File: config.mk
export PLATFORM = sky130hd
export DESIGN_NAME = ps2_scancode_tx
export DESIGN_NICKNAME = d
export VERILOG_FILES = /design/src/rtl/music_kbd_pkg.sv /design/src/rtl/ps2_frame_tx.sv /design/src/rtl/ps2_scancode_tx.sv
export SDC_FILE = /design/constraint.sdc
export NUM_CORES = 1
export LEC_CHECK = 0
export ABC_AREA = 0
export CAP_MARGIN = 5
export CORE_MARGIN = 10
export CORE_UTILIZATION = 30
export DETAILED_ROUTE_END_ITERATION = 7
export HOLD_SLACK_MARGIN = 0.1
export PLACE_DENSITY = 0.52
export SLEW_MARGIN = 20
export SYNTH_ARGS = -nofsm -noshare
export SYNTH_HDL_FRONTEND = slang
export SYNTH_SLANG_ARGS = --single-unit
File: constraint.sdc
create_clock -name clk_i -period 2.65 [get_ports clk_i]
set_input_delay 0.6625 -clock clk_i [delete_from_list [all_inputs] [get_ports clk_i]]
set_output_delay 0.6625 -clock clk_i [all_outputs]
set_load 0.03 [all_outputs]
File: src/rtl/music_kbd_pkg.sv
// Shared definitions for the music keyboard PS/2 front end.
//  - Set-2 scan codes for the note, octave and control keys, plus the break prefix.
//  - cmd_kind encoding used on the command interface.
//  - scan_lookup(): maps a command kind/value to its scan code and a valid flag.
package music_kbd_pkg;

    // Note keys, A..G# (command values 1..12)
    localparam logic [7:0] K_A     = 8'h1C;
    localparam logic [7:0] K_AS    = 8'h15;
    localparam logic [7:0] K_B     = 8'h1B;
    localparam logic [7:0] K_C     = 8'h23;
    localparam logic [7:0] K_CS    = 8'h24;
    localparam logic [7:0] K_D     = 8'h2B;
    localparam logic [7:0] K_DS    = 8'h2D;
    localparam logic [7:0] K_E     = 8'h34;
    localparam logic [7:0] K_F     = 8'h33;
    localparam logic [7:0] K_FS    = 8'h35;
    localparam logic [7:0] K_G     = 8'h3B;
    localparam logic [7:0] K_GS    = 8'h3C;
    // Octave keys 1..4 (command values 0..3)
    localparam logic [7:0] K_1     = 8'h16;
    localparam logic [7:0] K_2     = 8'h1E;
    localparam logic [7:0] K_3     = 8'h26;
    localparam logic [7:0] K_4     = 8'h25;
    // Control keys: space loads, enter starts playback
    localparam logic [7:0] K_SPACE = 8'h29;
    localparam logic [7:0] K_ENTER = 8'h5A;
    localparam logic [7:0] K_BREAK = 8'hF0;

    localparam logic [1:0] KindNote     = 2'd0;
    localparam logic [1:0] KindOctave   = 2'd1;
    localparam logic [1:0] KindPlayback = 2'd2;
    localparam logic [1:0] KindLoad     = 2'd3;

    typedef struct packed {
        logic       valid;
        logic [7:0] code;
    } scan_t;

    function automatic scan_t scan_lookup(input logic [1:0] kind, input logic [3:0] value);
        scan_t r;
        r.valid = 1'b1;
        r.code  = 8'h00;
        case (kind)
            KindNote: begin
                case (value)
                    4'd1:    r.code = K_A;
                    4'd2:    r.code = K_AS;
                    4'd3:    r.code = K_B;
                    4'd4:    r.code = K_C;
                    4'd5:    r.code = K_CS;
                    4'd6:    r.code = K_D;
                    4'd7:    r.code = K_DS;
                    4'd8:    r.code = K_E;
                    4'd9:    r.code = K_F;
                    4'd10:   r.code = K_FS;
                    4'd11:   r.code = K_G;
                    4'd12:   r.code = K_GS;
                    default: r.valid = 1'b0;
                endcase
            end
            KindOctave: begin
                case (value[1:0])
                    2'd0:    r.code = K_1;
                    2'd1:    r.code = K_2;
                    2'd2:    r.code = K_3;
                    default: r.code = K_4;
                endcase
            end
            KindPlayback: r.code = K_ENTER;
            default:      r.code = K_SPACE;
        endcase
        return r;
    endfunction

endpackage

File: src/rtl/ps2_frame_tx.sv
// One-byte PS/2 device-side serializer.
//  - start_i (while idle) launches an 11-bit frame of byte_i: start 0, d0..d7, odd parity, stop 1.
//  - Each bit: clock high for HALF_BIT cycles (data changes on its first cycle), then low.
//  - busy_o is high for the whole frame; done_o pulses on the last low cycle of the stop bit.
//  - ps2_clk_o / ps2_dat_o are registered and idle high.
module ps2_frame_tx #(
    parameter int unsigned HALF_BIT = 2500
) (
    input  logic       clk_i,
    input  logic       reset_i,
    input  logic       start_i,
    input  logic [7:0] byte_i,
    output logic       busy_o,
    output logic       done_o,
    output logic       ps2_clk_o,
    output logic       ps2_dat_o
);

    localparam int unsigned CntW = (HALF_BIT > 1) ? $clog2(HALF_BIT) : 1;
    localparam logic [CntW-1:0] HalfLast = CntW'(HALF_BIT - 1);
    localparam logic [CntW-1:0] HalfPre  = CntW'(HALF_BIT - 2);

    logic            active_q;
    logic            low_q;
    logic [CntW-1:0] hcnt_q;
    logic [3:0]      bit_q;
    logic [10:0]     sh_q;
    logic            clk_q;
    logic            dat_q;
    logic            done_q;

    always_ff @(posedge clk_i) begin
        if (reset_i) begin
            active_q <= 1'b0;
            low_q    <= 1'b0;
            hcnt_q   <= '0;
            bit_q    <= '0;
            sh_q     <= '1;
            clk_q    <= 1'b1;
            dat_q    <= 1'b1;
            done_q   <= 1'b0;
        end else begin
            done_q <= 1'b0;
            if (start_i && !active_q) begin
                active_q <= 1'b1;
                low_q    <= 1'b0;
                hcnt_q   <= '0;
                bit_q    <= '0;
                // XNOR reduction gives the odd-parity bit
                sh_q     <= {1'b1, ~^byte_i, byte_i, 1'b0};
                clk_q    <= 1'b1;
                dat_q    <= 1'b0;
            end else if (active_q) begin
                if (hcnt_q == HalfLast) begin
                    hcnt_q <= '0;
                    if (!low_q) begin
                        low_q <= 1'b1;
                        clk_q <= 1'b0;
                    end else if (bit_q == 4'd10) begin
                        active_q <= 1'b0;
                        low_q    <= 1'b0;
                        clk_q    <= 1'b1;
                        dat_q    <= 1'b1;
                    end else begin
                        low_q <= 1'b0;
                        clk_q <= 1'b1;
                        bit_q <= bit_q + 4'd1;
                        sh_q  <= {1'b1, sh_q[10:1]};
                        dat_q <= sh_q[1];
                    end
                end else begin
                    hcnt_q <= hcnt_q + CntW'(1);
                end
                // Registered one cycle early so the pulse lands on the last stop-bit low cycle
                if (low_q && (bit_q == 4'd10) && (hcnt_q == HalfPre)) begin
                    done_q <= 1'b1;
                end
            end
        end
    end

    assign busy_o    = active_q;
    assign done_o    = done_q;
    assign ps2_clk_o = clk_q;
    assign ps2_dat_o = dat_q;

endmodule

File: src/rtl/ps2_scancode_tx.sv
// PS/2 scan-code transmitter: turns note/octave/playback/load commands into Set-2 frames.
//  - cmd_valid_i/cmd_ready_o: command handshake; kind/value/release latched on acceptance.
//  - Press sends the make code; release sends F0, gap, code. Every byte is followed by
//    GAP_CYCLES idle cycles. Invalid NOTE values pulse cmd_err_o and emit nothing.
//  - ps2_clk_o/ps2_dat_o: device-side PS/2 lines; byte_done_o pulses at each stop bit end;
//    cur_byte_o shows the byte being (or last) sent.
//  - Optional macro PS2_AUTO_BREAK_EN: a press sends code, F0, code as one command and
//    release commands are silently dropped.
module ps2_scancode_tx
    import music_kbd_pkg::*;
#(
    parameter int unsigned HALF_BIT   = 2500,
    parameter int unsigned GAP_CYCLES = 5000
) (
    input  logic       clk_i,
    input  logic       reset_i,
    input  logic       cmd_valid_i,
    output logic       cmd_ready_o,
    input  logic [1:0] cmd_kind_i,
    input  logic [3:0] cmd_value_i,
    input  logic       cmd_release_i,
    output logic       ps2_clk_o,
    output logic       ps2_dat_o,
    output logic       byte_done_o,
    output logic [7:0] cur_byte_o,
    output logic       cmd_err_o
);

`ifdef PS2_AUTO_BREAK_EN
    localparam bit AutoBreak = 1'b1;
`else
    localparam bit AutoBreak = 1'b0;
`endif

    localparam int unsigned GapW = $clog2(GAP_CYCLES + 1);
    localparam logic [GapW-1:0] GapLast = GapW'(GAP_CYCLES - 1);

    typedef enum logic [2:0] {StIdle, StPrefix, StGap1, StCode, StGap2, StErr} state_e;

    state_e          state_q;
    logic [7:0]      code_q;
    logic [7:0]      cur_byte_q;
    logic            err_q;
    logic [GapW-1:0] gap_q;
    logic            brk_pending_q;

    scan_t      lk;
    logic       accept;
    logic       frame_start;
    logic [7:0] frame_byte;
    logic       frame_busy;
    logic       frame_done;

    assign lk     = scan_lookup(cmd_kind_i, cmd_value_i);
    assign accept = cmd_valid_i && (state_q == StIdle);

    // Frames start on the same edge the FSM moves, so the first start bit
    // appears the cycle after acceptance.
    always_comb begin
        frame_start = 1'b0;
        frame_byte  = code_q;
        unique case (state_q)
            StIdle: begin
                if (accept && lk.valid && !(AutoBreak && cmd_release_i)) begin
                    frame_start = 1'b1;
                    frame_byte  = cmd_release_i ? K_BREAK : lk.code;
                end
            end
            StGap1: begin
                if (gap_q == GapLast) begin
                    frame_start = 1'b1;
                end
            end
            StGap2: begin
                if ((gap_q == GapLast) && brk_pending_q) begin
                    frame_start = 1'b1;
                    frame_byte  = K_BREAK;
                end
            end
            default: ;
        endcase
    end

    always_ff @(posedge clk_i) begin
        if (reset_i) begin
            state_q       <= StIdle;
            code_q        <= 8'h00;
            cur_byte_q    <= 8'h00;
            err_q         <= 1'b0;
            gap_q         <= '0;
            brk_pending_q <= 1'b0;
        end else begin
            err_q <= 1'b0;
            if (frame_start) begin
                cur_byte_q <= frame_byte;
            end
            unique case (state_q)
                StIdle: begin
                    if (accept) begin
                        code_q <= lk.code;
                        gap_q  <= '0;
                        if (AutoBreak && cmd_release_i) begin
                            state_q <= StIdle;
                        end else if (!lk.valid) begin
                            state_q <= StErr;
                            err_q   <= 1'b1;
                        end else if (cmd_release_i) begin
                            state_q <= StPrefix;
                        end else begin
                            state_q       <= StCode;
                            brk_pending_q <= AutoBreak;
                        end
                    end
                end
                StPrefix: begin
                    if (frame_done) begin
                        state_q <= StGap1;
                        gap_q   <= '0;
                    end
                end
                StGap1: begin
                    if (gap_q == GapLast) begin
                        state_q <= StCode;
                    end else begin
                        gap_q <= gap_q + GapW'(1);
                    end
                end
                StCode: begin
                    if (frame_done) begin
                        state_q <= StGap2;
                        gap_q   <= '0;
                    end
                end
                StGap2: begin
                    if (gap_q == GapLast) begin
                        if (brk_pending_q) begin
                            state_q       <= StPrefix;
                            brk_pending_q <= 1'b0;
                        end else begin
                            state_q <= StIdle;
                        end
                    end else begin
                        gap_q <= gap_q + GapW'(1);
                    end
                end
                StErr:   state_q <= StIdle;
                default: state_q <= StIdle;
            endcase
        end
    end

    ps2_frame_tx #(
        .HALF_BIT(HALF_BIT)
    ) u_frame (
        .clk_i    (clk_i),
        .reset_i  (reset_i),
        .start_i  (frame_start),
        .byte_i   (frame_byte),
        .busy_o   (frame_busy),
        .done_o   (frame_done),
        .ps2_clk_o(ps2_clk_o),
        .ps2_dat_o(ps2_dat_o)
    );

    // busy is implied by the FSM state; kept on the port for other users
    logic unused_busy;
    assign unused_busy = frame_busy;

    assign cmd_ready_o = (state_q == StIdle);
    assign byte_done_o = frame_done;
    assign cur_byte_o  = cur_byte_q;
    assign cmd_err_o   = err_q;

endmodule

==> flow_results.xml <==
<?xml version="1.0" encoding="UTF-8"?>
<metrics>
  <group name="clock_network">
    <metric name="cts.hold.buffers_added" unit="">0</metric>
    <metric name="cts.root.buffer_cell" unit="">sky130_fd_sc_hd__clkbuf_8</metric>
    <metric name="numClockSinks" unit="">62</metric>
    <metric name="clkLatencyLatePin" unit="ns">0.35</metric>
    <metric name="clkTransAtPathRegs" unit="ns">0.07</metric>
    <metric name="ctsLongestPathBuffers" unit="">2</metric>
    <metric name="tritoncts" unit="">built</metric>
    <metric name="cts_made_buffers" unit="">9</metric>
    <metric name="htreeDepth" unit="">3</metric>
  </group>
  <group name="timing">
    <metric name="finalMaxSlewViolations" unit="">0</metric>
    <metric name="fin_skew" unit="ns">0.00678</metric>
    <metric name="post-route-worst-setup-slack" unit="ns">0.0839</metric>
    <metric name="post-route-period-util" unit="%">96.8</metric>
    <metric name="final_setup_vio_count" unit="">0</metric>
    <metric name="final.setup.tns" unit="ns">0</metric>
    <metric name="worst_hold_slack" unit="ns">0.479</metric>
    <metric name="slew-limit-headroom" unit="%">62.7</metric>
    <metric name="max_freq" unit="GHz">0.390</metric>
    <metric name="min_period" unit="ns">2.57</metric>
    <metric name="grt_setup_unrepaired" unit="">false</metric>
    <metric name="max_slew.worst_pin.slew" unit="ns">0.555</metric>
    <metric name="timing.final.hold_violations" unit="">0</metric>
  </group>
  <group name="critical_path">
    <metric name="cp.arrival" unit="ns">2.80</metric>
    <metric name="critPathMaxFanout" unit="">4</metric>
    <metric name="worstSetupEndpointType" unit="">register</metric>
    <metric name="r2r_setup_slk" unit="ns">0.38</metric>
    <metric name="crit_type" unit="">in -&gt; reg</metric>
    <metric name="critical_path_required" unit="ns">2.88</metric>
    <metric name="startpoint_type" unit="">primary input</metric>
    <metric name="r2r_cells" unit="">7</metric>
  </group>
  <group name="logic_synthesis">
    <metric name="synthesis.instances" unit="">398</metric>
    <metric name="yosysUniqueCellTypes" unit="">65</metric>
    <metric name="synth-edff-count" unit="">0</metric>
    <metric name="yosys_warnings" unit="">0</metric>
    <metric name="postSynthAreaPerCell" unit="um2">8.13</metric>
    <metric name="synth_sequential_area_ratio" unit="%">38.4</metric>
    <metric name="postSynthRegisterBits" unit="">62</metric>
    <metric name="dominantRegCellSynth" unit="">sky130_fd_sc_hd__dfxtp_1</metric>
    <metric name="synth-async-reset-ratio" unit="%">0</metric>
    <metric name="synth.cell_area" unit="mm2">0.00324</metric>
    <metric name="postSynthNetCount" unit="">413</metric>
  </group>
  <group name="placed_design">
    <metric name="pre_cts_ws" unit="ns">-0.315</metric>
    <metric name="placedInstanceArea" unit="mm2">0.00389</metric>
    <metric name="place.gp.congestion" unit="">0.810</metric>
    <metric name="placed_cells" unit="">585</metric>
    <metric name="detailedPlacementHpwl" unit="mm">5.48</metric>
    <metric name="io_buffers" unit="">22</metric>
  </group>
  <group name="global_route">
    <metric name="globalRoute.totalOverflow" unit="">0</metric>
    <metric name="grt_start_max_net_pins" unit="">30</metric>
    <metric name="first_global_vias" unit="">2748</metric>
    <metric name="antenna_found_initial" unit="">0</metric>
    <metric name="grt_pass1_wl" unit="mm">13.0</metric>
    <metric name="groute.usage.overall" unit="%">10.6</metric>
  </group>
  <group name="outcome">
    <metric name="outcome" unit="">complete, no violations</metric>
  </group>
  <group name="die">
    <metric name="floorplan.die.height" unit="um">124</metric>
    <metric name="core" unit="mm2">0.0104</metric>
    <metric name="num_rows" unit="">37</metric>
    <metric name="ioPinCount" unit="">23</metric>
    <metric name="starting_utilization_of_the_core_area" unit="%">31.1</metric>
    <metric name="dieArea" unit="mm2">0.0153</metric>
    <metric name="die_w" unit="um">124</metric>
  </group>
  <group name="layout">
    <metric name="final_cell_area" unit="mm2">0.00413</metric>
    <metric name="drive_gt1_share" unit="%">18.7</metric>
    <metric name="area_growth" unit="%">27.6</metric>
    <metric name="layout.filler_cells" unit="">1082</metric>
    <metric name="nNetsFinal" unit="">475</metric>
    <metric name="multi_input_area" unit="mm2">0.00187</metric>
    <metric name="ff_latch_area" unit="mm2">0.00124</metric>
    <metric name="final_core_utilization" unit="%">39.6</metric>
    <metric name="finish.cell_count_without_fillers" unit="">601</metric>
    <metric name="antenna_diode_count" unit="">0</metric>
  </group>
  <group name="power_and_ir_drop">
    <metric name="p_switching" unit="mW">0.857</metric>
    <metric name="intPower" unit="mW">1.89</metric>
    <metric name="share_of_total_power_in_the_clock_network" unit="%">30.8</metric>
    <metric name="totalPowerFinal" unit="mW">2.75</metric>
    <metric name="pwr-share-seq" unit="%">39.2</metric>
    <metric name="irDropWorstVdd" unit="mV">0.276</metric>
    <metric name="power_density" unit="mW/mm2">665</metric>
    <metric name="power.leakage" unit="nW">1.58</metric>
    <metric name="power_frac_comb" unit="%">30.0</metric>
    <metric name="p_sw_share" unit="%">31.2</metric>
  </group>
  <group name="drt">
    <metric name="detail_route.wl_per_cell" unit="um">12.3</metric>
    <metric name="ant_nets" unit="">0</metric>
    <metric name="dr_total_vias" unit="">2872</metric>
    <metric name="firstDrtPassIters" unit="">4</metric>
    <metric name="drt-total-wl" unit="mm">7.40</metric>
    <metric name="dr_drc_count" unit="">0</metric>
    <metric name="detail_route.vias_per_cell" unit="">4.78</metric>
    <metric name="number_of_violations_reported_at_the_end_of_detailed_routing_iteration_0" unit="">159</metric>
  </group>
  <group name="job">
    <metric name="drv_cap" unit="">0</metric>
  </group>
  <group name="min_path">
    <metric name="timing.hold.worst_path_depth" unit="">2</metric>
    <metric name="min-delay-path-class" unit="">reg -&gt; reg</metric>
  </group>
</metrics>
-- repair_timing --
action,4_1_cts,5_1_grt
resized for setup,0,7
setup endpoints to repair,0,2
setup buffers,0,0
-- cell usage in the layout (no fill, tap or decap), types with 5 or more instances in the layout --
cell type                          n
sky130_fd_sc_hd__nor2_1           64
sky130_fd_sc_hd__dfxtp_1          62
sky130_fd_sc_hd__buf_4            51
sky130_fd_sc_hd__nand2_1          41
sky130_fd_sc_hd__a21oi_1          25
sky130_fd_sc_hd__clkdlybuf4s50_1  21
sky130_fd_sc_hd__nand3_1          15
sky130_fd_sc_hd__nor3_1           13
sky130_fd_sc_hd__xnor2_1          13
sky130_fd_sc_hd__inv_1            12
sky130_fd_sc_hd__o21ai_0          12
sky130_fd_sc_hd__clkbuf_8         11
sky130_fd_sc_hd__xor2_1           10
sky130_fd_sc_hd__a21o_1            7
sky130_fd_sc_hd__a211oi_1          7
sky130_fd_sc_hd__or3_1             7
sky130_fd_sc_hd__nand4_1           6
sky130_fd_sc_hd__nor2b_1           6
sky130_fd_sc_hd__nand2b_1          5
sky130_fd_sc_hd__ha_1              5
-- layer usage --
metal  routed length (um)  vias to the layer above  part of all wire (%)  track usage, %
met4                  149                        0                   2.0            5.24
met2                 3390                       40                    46            16.4
li1                     -                     1508                     -               -
met5                    0                        -                     0               0
met1                 3560                     1312                    48            13.2
met3                  296                       12                   4.0            2.85
-- cell usage after synthesis (8+ instances only) --
library cell / n / area, um2
sky130_fd_sc_hd__nor3_1: 13 / 65.1
sky130_fd_sc_hd__buf_2: 8 / 40.0
sky130_fd_sc_hd__nor2_1: 64 / 240
sky130_fd_sc_hd__o21ai_0: 14 / 70.1
sky130_fd_sc_hd__a21oi_1: 25 / 125
sky130_fd_sc_hd__clkbuf_1: 9 / 33.8
sky130_fd_sc_hd__xor2_1: 11 / 96.3
sky130_fd_sc_hd__inv_1: 12 / 45.0
sky130_fd_sc_hd__nand2_1: 41 / 154
sky130_fd_sc_hd__xnor2_1: 14 / 123
sky130_fd_sc_hd__nand3_1: 15 / 75.1
sky130_fd_sc_hd__dfxtp_1: 62 / 1240
-- worst paths after layout --
check	end	from
max reg2reg	u_frame.sh_q[1]	u_frame.hcnt_q[2]
min	code_q[5]	code_q[5]
min reg2reg	code_q[5]	code_q[5]
max	u_frame.sh_q[9]	cmd_value_i[1]
-- cell families (layout without fill, tap and decap cells) --
family / count (synthesis) / count (layout) / share of synthesized area [%]
AOI/OAI and AO/OA: 84 / 84 / 17.9
xor gates and xnor gates: 26 / 26 / 7.27
adders and majority gates: 5 / 5 / 1.93
buffers and inverters: 34 / 101 / 4.95
DFF: 62 / 62 / 38.4
muxes: 3 / 3 / 0.928
and+or+nand+nor: 184 / 184 / 28.6
-- power by group through the flow --
stage                     Combinational [mW]  Clock [mW]  Sequential [mW]
final                                  0.824       0.846             1.08
after CTS                              0.821       0.882             1.08
after global routing                   0.918       0.920             1.09
after global placement                 0.808           0             1.10
after floorplan                        0.498           0             1.11
after detailed placement               0.815           0             1.10
-- state kept, by name (all words and copies together) (netlist names), 3 cells and up --
signal,flops
gap_q,13
u_frame.hcnt_q,12
u_frame.sh_q,9
cur_byte_o,8
code_q,7
u_frame.bit_q,4
state_q,3
-- cell type report --
class / count / share of cell area, %
Multi-Input combinational cell: 302 / 45.2
Sequential cell: 62 / 30.1
Timing Repair Buffer: 73 / 14.7
Tap cell: 136 / 4.12
Clock buffer: 12 / 3.76
Clock inverter: 4 / 1.09
Inverter: 12 / 1.09
-- worst max-delay path, cell delays in order --
cell and delay (ns):
sky130_fd_sc_hd__clkdlybuf4s50_1 0.47, sky130_fd_sc_hd__o211a_1 0.29, sky130_fd_sc_hd__o21a_1 0.23, sky130_fd_sc_hd__or4_4 0.52, sky130_fd_sc_hd__o21ai_2 0.11, sky130_fd_sc_hd__xnor2_2 0.15
sky130_fd_sc_hd__xnor2_2 0.13, sky130_fd_sc_hd__xnor2_1 0.14, sky130_fd_sc_hd__a21oi_1 0.08
Note: power is estimated with default switching activity, not from simulation.
